### src/rtl/run_controller.sv
// Run/step/breakpoint controller gating a processor clock enable.
// Tracks instruction boundaries, counts instructions and trips a watchdog on stuck instructions.
module run_controller #(
  parameter logic [3:0] FETCH_STATE = 4'h1,
  parameter int         MAX_CYCLES  = 16
) (
  input  logic        Clk,
  input  logic        ResetN,
  input  logic        StepStrobe,
  input  logic        RunStrobe,
  input  logic        HaltStrobe,
  input  logic        BreakEn,
  input  logic [7:0]  BreakAddr,
  input  logic [7:0]  PC,
  input  logic [3:0]  State,
  output logic        ProcEn,
  output logic [1:0]  Mode,
  output logic [15:0] InstrCount,
  output logic        BreakHit,
  output logic        Fault
);

  localparam int ADV_W = $clog2(MAX_CYCLES + 1);
  localparam logic [ADV_W-1:0] ADV_MAX = ADV_W'(MAX_CYCLES);

  localparam logic [1:0] S_IDLE = 2'd0;
  localparam logic [1:0] S_STEP = 2'd1;
  localparam logic [1:0] S_RUN  = 2'd2;
  localparam logic [1:0] S_BRK  = 2'd3;

  logic [1:0]       r_state;
  logic [ADV_W-1:0] r_adv;
  logic             r_halt_pend;
  logic [15:0]      r_instr_count;
  logic             r_fault;

  logic [1:0]       w_state_next;
  logic [ADV_W-1:0] w_adv_next;
  logic             w_halt_pend_next;
  logic             w_exec;
  logic             w_boundary;
  logic             w_brk_match;
  logic             w_stop_now;
  logic             w_watchdog;

  assign w_exec      = (r_state == S_STEP) || (r_state == S_RUN);
  // Adv>=1 keeps the fetch we resumed on from counting as a boundary.
  assign w_boundary  = w_exec && (State == FETCH_STATE) && (r_adv != '0);
  assign w_brk_match = BreakEn && (PC == BreakAddr);
  assign w_stop_now  = w_boundary &&
                       ((r_state == S_STEP) || r_halt_pend || w_brk_match);
  assign w_watchdog  = w_exec && !w_boundary && (r_adv >= ADV_MAX);

  assign ProcEn     = w_exec && !w_stop_now && !w_watchdog;
  assign Mode       = r_state;
  assign BreakHit   = (r_state == S_BRK);
  assign InstrCount = r_instr_count;
  assign Fault      = r_fault;

  always_comb begin
    w_state_next = r_state;
    case (r_state)
      S_IDLE, S_BRK: begin
        // A halt strobe beats any simultaneous step/run request.
        if (HaltStrobe)      w_state_next = S_IDLE;
        else if (StepStrobe) w_state_next = S_STEP;
        else if (RunStrobe)  w_state_next = S_RUN;
      end
      S_STEP: begin
        if (w_boundary || w_watchdog) w_state_next = S_IDLE;
      end
      S_RUN: begin
        if (w_boundary && w_brk_match)      w_state_next = S_BRK;
        else if (w_boundary && r_halt_pend) w_state_next = S_IDLE;
        else if (w_watchdog)                w_state_next = S_IDLE;
      end
      default: w_state_next = S_IDLE;
    endcase
  end

  always_comb begin
    w_adv_next = r_adv;
    if (w_boundary || (w_state_next != r_state) || !w_exec)
      w_adv_next = '0;
    else if (ProcEn)
      w_adv_next = r_adv + ADV_W'(1);
  end

  assign w_halt_pend_next = (r_state == S_RUN) && (w_state_next == S_RUN) &&
                            (r_halt_pend || HaltStrobe);

  always_ff @(posedge Clk or negedge ResetN) begin
    if (!ResetN) begin
      r_state       <= S_IDLE;
      r_adv         <= '0;
      r_halt_pend   <= 1'b0;
      r_instr_count <= 16'h0000;
      r_fault       <= 1'b0;
    end else begin
      r_state     <= w_state_next;
      r_adv       <= w_adv_next;
      r_halt_pend <= w_halt_pend_next;
      if (w_boundary)
        r_instr_count <= r_instr_count + 16'h0001;
      if (w_watchdog)
        r_fault <= 1'b1;
    end
  end

endmodule
### config.mk
export PLATFORM = sky130hd
export DESIGN_NAME = run_controller
export DESIGN_NICKNAME = d
export VERILOG_FILES = /design/src/rtl/run_controller.sv
export SDC_FILE = /design/constraint.sdc
export NUM_CORES = 1
export LEC_CHECK = 0
export CAP_MARGIN = 20
export CELL_PAD_IN_SITES_DETAIL_PLACEMENT = 1
export CELL_PAD_IN_SITES_GLOBAL_PLACEMENT = 1
export CORE_MARGIN = 4
export CORE_UTILIZATION = 31
export DETAILED_ROUTE_END_ITERATION = 10
export PLACE_DENSITY_LB_ADDON = 0.25
export SLEW_MARGIN = 5
export SYNTH_ARGS = -nofsm -noshare
export SYNTH_HDL_FRONTEND = slang
export SYNTH_SLANG_ARGS = --single-unit
### constraint.sdc
create_clock -name Clk -period 1.95 [get_ports Clk]
set_input_delay 0.39 -clock Clk [delete_from_list [all_inputs] [get_ports Clk]]
set_output_delay 0.39 -clock Clk [all_outputs]
set_load 0.05 [all_outputs]
# Yosys cells after proc, flatten, opt, wreduce, memory -nomap -nowiden
# Cells that the tools add are included.
# word_totals
regBits	25
in_bits	26
output_inout_bits	21
word_cells	52
# op_classes
addsub	2
magnitude_cmp	1
n_eq_ne	7
mux	10
n_reduce_logical	27
# ops
op	count
adder 16 x 1 -> 16 bit, second input constant	1
2-to-1 mux 2 bit	7
logical AND 1 bit	12
2-to-1 mux 5 bit	2
equality test 8 bit	1
logical OR 1 bit	7
equality test 2 bit, second input constant	3
case mux 2 bit (3 select lines)	1
adder 5 x 1 -> 5 bit, second input constant	1
>= comparator 5 bit, second input constant	1
nonzero test 5 bit	1
equality test 4 x 1 -> 1 bit, second input constant	1
zero test 1 bit	4
equality test 2 x 1 -> 1 bit, second input constant	1
zero test 2 bit	1
inequality test 2 bit	1
nonzero test 2 bit	1
OR reduction 2 bit	1

# Logic depth before layout (Yosys ltp)
# Gate-level depths: netlist (run 1).
# depth
word_depth	15
depth_mapped	8
depth_no_buf	7

# Least setup slack after synthesis (run 1)
# OpenSTA, ideal clock, no wires.
# synth_path
kind	register -> output
from	register r_state[1], in the netlist Mode[1]
to	output ProcEn
t_arrival_ps	2299
t_required_ps	1560
setup_slack_ps	-739
stages_incl_launch_ff	7
n_path_buf	0
cell_sequence	dfrtp_1 -> inv_1 -> ha_1 -> or2_2 -> mux2i_1 -> o21ai_1 -> nor2_1
# synth_via
elab_chain_cells	9
word_cells_on_any_way	15
cone_classes	eq/ne (2); reduce/logical (13)
# synth_lines
item	line	text
start, declared	31	logic [1:0] r_state;
start signal, assigned	100	r_state <= w_state_next;
equality test 2 x 1 -> 1 bit or equality test 2 bit (tied branches)	46, 51	
logical OR 1 bit	46	assign w_exec = (r_state == S_STEP) || (r_state == S_RUN);
logical AND 1 bit (2 in a row)	48	assign w_boundary = w_exec && (State == FETCH_STATE) && (r_adv != '0);
zero test 1 bit	52	assign w_watchdog = w_exec && !w_boundary && (r_adv >= ADV_MAX);
logical AND 1 bit (2 in a row)	52	
zero test 1 bit	54	assign ProcEn = w_exec && !w_stop_now && !w_watchdog;
logical AND 1 bit (*)	54	
end, declared	16	output logic ProcEn,
# Mark *: on every way between the ends. The rest lies on a longest branch, timed or not.

# Final worst setup path (run 1)
# layout_path
from	register r_adv[0]
to	register r_adv[3]
# layout_via
elab_chain_cells	13
word_cells_on_any_way	26
cone_classes	add/sub (1); order compare (1); eq/ne (1); mux (7); reduce/logical (16)
# layout_lines
item	line	text
start, declared	32	logic [ADV_W-1:0] r_adv;
start signal, assigned	101	r_adv <= w_adv_next;
branches (longest 13 deep; another with >= comparator 5 bit)	-	
# Parallel ways; which one is timed is not known. The select of a mux whose other input is x is not followed.
# A chain may end at the register's enable or synchronous reset.

==> impl_metrics.ini, run 1 <==
[run_status]
outcome = complete, but fails checks
violations = setup timing

[synthesis]
ys_ff_latch = 25
synth_edf_count = 0
avgSynthCellArea_um2 = 9.90
syn_area_mm2 = 0.00154
synthCells = 155
ys_top_cells_by_count = 25 x dfrtp_1, 19 x xnor2_1, 14 x nand2_1
synthFlopType = dfrtp_1
synth_top_area_cell = dfrtp_1
synthDistinctLibCells = 40
synth.area.top_cells = dfrtp_1 41%, xnor2_1 11%, ha_1 4.9%
yosysMostFrequentCell = dfrtp_1
seq_area_frac_synth_pct = 40.7
async_reset_ff_share_pct = 100
synth_top_area_share_pct = 40.7
yosysWarningCount = 0
synth_fp_nets = 187

[floorplan]
dieHeight_um = 78.4
row_count = 25
start_util_pct = 32.3
die_x_um = 78.4
fp.coreArea_mm2 = 0.00475
ios = 47
die_area_mm2 = 0.00614

[clock_tree]
ctsHtreeMaxLevel = 1
cts_sinks = 25
cts-buffers-inserted = 3
tritoncts = done
root_buffer = clkbuf_8
clk_latency_ps = 280
cts.path.max_buffers = 2
path_clk_slew_ps = 100

[pwr]
p_per_area_mw_per_mm2 = 860
peakVddDrop_uv = 550
p_leak_nw = 1.14

[timing]
drv_slew = 0
hold_viol_final = 0
min_period_over_period_pct = 121
whs_ps = 464
setup_slack_ps = -411
tightest_slew_ps = 494
fmax_mhz = 424
fin_crit_ps = 2360
skew_ps = 0.985
slew_headroom_pct = 66.2
rsz0062_at_grt = true
finalSetupViolCount = 15

[drt]
postRouteAntennaNets = 0
drt-vias-per-instance = 5.07
vias = 1586
routed_wl_mm = 5.12
drtIter0Drc = 33
drc = 0
first_pass_iters = 4
wl_per_cell_um = 16.3

[flow_run]
maxCapViolCount = 0

[worst_setup_path]
r2r-end = r_adv[3]
cp_max_fo = 5
cp.required_ps = 2140
endpoint = r_adv[3]
cp_data_arrival_time_ps = 2550
worstSetupStartpoint = r_adv[0]
reg2reg_slack_ps = -410
reg2reg_from = r_adv[0]
path_class = reg -> reg
cp-start-kind = flop
critPathCaptureType = flop
reg2regPathDepth = 9

[global_route]
grt.overflow.total = 0
grt_pass1_vias = 1759
grt_start_max_net_pins = 26
antenna_found_initial = 0
grt_usage_pct = 17.2
grt_pass1_wl_mm = 8.36

[place]
hpwl_mm = 3.87
placed_cells = 294
placed_area_mm2 = 0.00227
port_buffers = 46
place_congestion = 0.813

[layout]
drive_above_1_share_pct = 42.7
stdcell_area_mm2 = 0.00264
fin_nets = 279
instances_no_fill = 313
diodes = 0
syn_to_final_growth_pct = 72.0

[min_path]
worstHoldStart = InstrCount[15]
worstHoldPathType = reg -> reg
## repair_timing
action                     4_1_cts  5_1_grt
setup endpoints to repair       18       19
buffers inserted                10        7
pin swaps                       13       14
gates resized for setup         28       25
hold buffers                     0        0
## metal layers
layer	wire length [um]	track usage, %	vias to the layer above
met4	68	4.72	0
met1	2050	19.3	785
met3	224	2.52	6
met2	2770	33.5	43
li1	-	-	752
met5	0	0	-
## placed cells by master, fill, tap and decap left out, types with 2 or more instances in the layout
master	instances
a211oi_2	6
a21oi_1	3
buf_4	48
buf_6	7
clkbuf_8	3
clkdlybuf4s50_1	26
dfrtp_1	23
dfrtp_2	2
dlygate4sd2_1	2
dlymetal6s2s_1	2
ha_1	3
ha_4	2
inv_1	4
inv_2	5
nand2_1	13
nand3_1	11
nand4_1	4
nor2_1	3
nor2_4	3
nor3_1	3
nor4_4	2
o21ai_0	3
o21bai_1	2
o31ai_1	5
or4_4	5
xnor2_1	18
xor2_1	4
## how the worst min path moves through the flow
stage                                end  depth (start not counted)
final                     InstrCount[15]                          1
after global routing      InstrCount[12]                          2
after CTS                 InstrCount[15]                          1
after detailed placement  InstrCount[15]                          1
after global placement    InstrCount[15]                          1
after floorplan                    Fault                          0
## flip-flops by register name, indices dropped and copies added (netlist names)
signal / count
InstrCount: 16
r_adv: 5
Mode: 2
Fault: 1
r_halt_pend: 1
## power by group
group | leakage, nW | switching (mW) | total (mW) | internal, mW
clock network | 0.0217 | 0.188 | 0.334 | 0.145
registers | 0.334 | 0.0487 | 0.607 | 0.558
logic | 0.787 | 0.712 | 1.33 | 0.618
total | 1.14 | 0.949 | 2.27 | 1.32
## kinds of logic after synthesis
logic type	share of synthesized area (%)
xor gates and xnor gates	13.1
and+or+nand+nor	23.8
muxes	0.652
adders and majority gates	4.89
DFF	40.7
AOI/OAI and AO/OA	14.3
buffers and inverters	2.44
## through the flow
step           TNS [ps]  setup slack [ps]  util (%)  power (mW)
2_1_floorplan     -1380              -173         -        1.17
3_5_place_dp     -10170              -640      47.8        1.63
4_1_cts           -2290              -368      52.6        2.15
5_1_grt           -4890              -453      55.5        2.39
6_report          -3710              -411      55.5        2.27
3_3_place_gp      -9240              -563      47.8        1.59
## layout make-up
| type | count | area [um2] |
|---|---|---|
| Sequential cell | 25 | 628 |
| Clock buffer | 3 | 41.3 |
| Tap cell | 67 | 83.8 |
| Multi-Input combinational cell | 120 | 1070 |
| Inverter | 9 | 33.8 |
| Timing Repair Buffer | 88 | 772 |
| Clock inverter | 1 | 7.51 |
| Fill cell | 533 | 2110 |
## critical path: stages (launching register included)
cell and delay, ps:
dfrtp_1 410, inv_2 90, ha_4 130, or4b_4 480
nand3_4 110, nor4_4 50, buf_4 140, buf_6 120
or4_4 510, a211oi_2 220
No activity file was read; power rests on OpenSTA's default activity.
==> inputs of run 2 (changes only) <==
--- a/config.mk
+++ b/config.mk
@@ -10,6 +10,7 @@
 export CELL_PAD_IN_SITES_GLOBAL_PLACEMENT = 1
 export CORE_MARGIN = 4
 export CORE_UTILIZATION = 31
+export CTS_CLUSTER_SIZE = 28
 export DETAILED_ROUTE_END_ITERATION = 10
 export PLACE_DENSITY_LB_ADDON = 0.25
 export SLEW_MARGIN = 5
==> constraint.sdc (replaced) <==
create_clock -name Clk -period 2 [get_ports Clk]
set_input_delay 0.4 -clock Clk [delete_from_list [all_inputs] [get_ports Clk]]
set_output_delay 0.4 -clock Clk [all_outputs]
set_load 0.05 [all_outputs]
==> run 2 against run 1 <==
Effect of this change:
- the flow still finishes with violations (setup timing)
- core utilization rose by 1.8 points
- sequential share of layout area is 0.74 points lower
- critical path depth stayed put
- cell count rose by 4.5%
==> impl_metrics.ini, run 2 (synthesized netlist as in run 1, its figures left out) <==
[global_route]
grt_start_max_net_pins = 26
antenna_found_initial = 0
grt_pass1_vias = 1810
grt_pass1_wl_mm = 8.91
grt_usage_pct = 18.1
grt.overflow.total = 0

[layout]
drive_above_1_share_pct = 41.2
syn_to_final_growth_pct = 77.5
diodes = 0
multi_input_area_mm2 = 0.00103
seqCellArea_um2 = 628
nFillCells = 549
final_common_cell = buf_4
largest_reg_flops = 16
final_core_util_pct = 57.3
fin_nets = 293
mostFrequentLayoutCells = 54 x buf_4, 31 x clkdlybuf4s50_1, 23 x dfrtp_1, 19 x xnor2_1, 14 x nand2_1

[drt]
vias = 1636
drc = 0
first_pass_iters = 4
postRouteAntennaNets = 0
routed_wl_mm = 5.53
wl_per_cell_um = 16.9
drtIter0Drc = 73
drt-vias-per-instance = 5.00

[worst_setup_path]
critical-path-top-delay-family = simple AND/OR/NAND/NOR gates
path_class = reg -> reg
slowest_delay_ps = 490
cp_max_fo = 6
endpoint = r_adv[3]
worst-path-buf-inv = 3
cp_data_arrival_time_ps = 2440
path_cells = inv_2, ha_4, or4b_4, nand3_4, nor4_4, buf_4, buf_6, or4_4, a211oi_2
reg2reg_from = r_adv[0]
critical_path_depth = 9
worstSetupStartpoint = r_adv[0]
reg2regPathDepth = 9
cp.required_ps = 2200
critPathCaptureType = flop
cp-start-kind = flop
reg2reg_slack_ps = -250
r2r-end = r_adv[3]
cp_slowest_cell = or4b_4

[timing]
final.setup.tns_ps = -2400
hold_viol_final = 0
slew_headroom_pct = 65.6
drv_slew = 0
setup_slack_ps = -248
finalSetupViolCount = 12
tightest_slew_ps = 516
fin_crit_ps = 2250
fmax_mhz = 445
rsz0062_at_grt = true
min_period_over_period_pct = 112
skew_ps = 6.10

[clock_tree]
cts.path.max_buffers = 2
clk_latency_ps = 280
ctsHtreeMaxLevel = 1
root_buffer = clkbuf_8
path_clk_slew_ps = 100
cts_sinks = 25
cts-buffers-inserted = 3
tritoncts = done

[floorplan]
ios = 47
dieHeight_um = 78.4
die_area_mm2 = 0.00614
die_x_um = 78.4
row_count = 25
fp.coreArea_mm2 = 0.00475
start_util_pct = 32.3

[min_path]
worstHoldPathType = reg -> reg

[pwr]
p_leak_nw = 1.20
peakVddDrop_uv = 506
p_per_area_mw_per_mm2 = 837
total_power_mw = 2.28

[place]
hpwl_mm = 3.84
port_buffers = 46
place_congestion = 0.854

[run_status]
violations = setup timing
outcome = complete, but fails checks

[flow_run]
maxCapViolCount = 0
==> run 2: changes by cell type in the layout (fill, tap and decap cells not counted), moves of 2 or more <==
cell,previous run,this run
clkdlybuf4s50_1,26,31
buf_6,7,9
dlygate4sd2_1,2,5
buf_4,48,54
==> run 2: per-layer routing <==
layer | global-route usage [%] | vias up | part of all wire [%]
met1 | 21.8 | 819 | 44
met5 | 0 | - | 0
met4 | 5.59 | 0 | 0.72
met3 | 1.95 | 4 | 3.0
li1 | - | 773 | -
met2 | 33.5 | 40 | 52
==> run 2: where the power goes <==
group          total, mW  switching, mW  internal [mW]
logic               1.36          0.707          0.650
clock network      0.331          0.189          0.142
registers          0.593         0.0486          0.544
total               2.28          0.945           1.34
==> run 2: area by class of cell <==
cell class / count / share of cell area, %
Timing Repair Buffer: 102 / 32.9
Sequential cell: 25 / 23.0
Clock buffer: 3 / 1.52
Inverter: 9 / 1.33
Tap cell: 67 / 3.08
Multi-Input combinational cell: 120 / 37.9
Clock inverter: 1 / 0.275
==> run 2: metrics by stage <==
| step | hold WS, ps | cell area [um2] | setup slack (ps) | instances |
|---|---|---|---|---|
| 3_5_place_dp | 465 | 2340 | -568 | 302 |
| 4_1_cts | 483 | 2610 | -262 | 322 |
| 2_1_floorplan | 104 | 1560 | -131 | 155 |
| 6_report | 469 | 2730 | -248 | 327 |
| 3_3_place_gp | 462 | 2340 | -506 | 302 |
| 5_1_grt | 505 | 2730 | -355 | 327 |
==> run 2: worst min path at each step <==
| stage | startpoint | to | cells after the start |
|---|---|---|---|
| after floorplan | ResetN | Fault | 0 |
| after global placement | InstrCount[15] | InstrCount[15] | 1 |
| after detailed placement | InstrCount[15] | InstrCount[15] | 1 |
| after CTS | InstrCount[15] | InstrCount[15] | 1 |
| after global routing | InstrCount[15] | InstrCount[15] | 1 |
| final | InstrCount[15] | InstrCount[15] | 1 |
==> run 2: what timing repair did <==
action	CTS	global route
hold buffers	0	0
buffers inserted	16	7
pin swaps	18	15
setup endpoints to repair	17	20
resized for setup	31	21
endpoints found under the hold margin	0	0
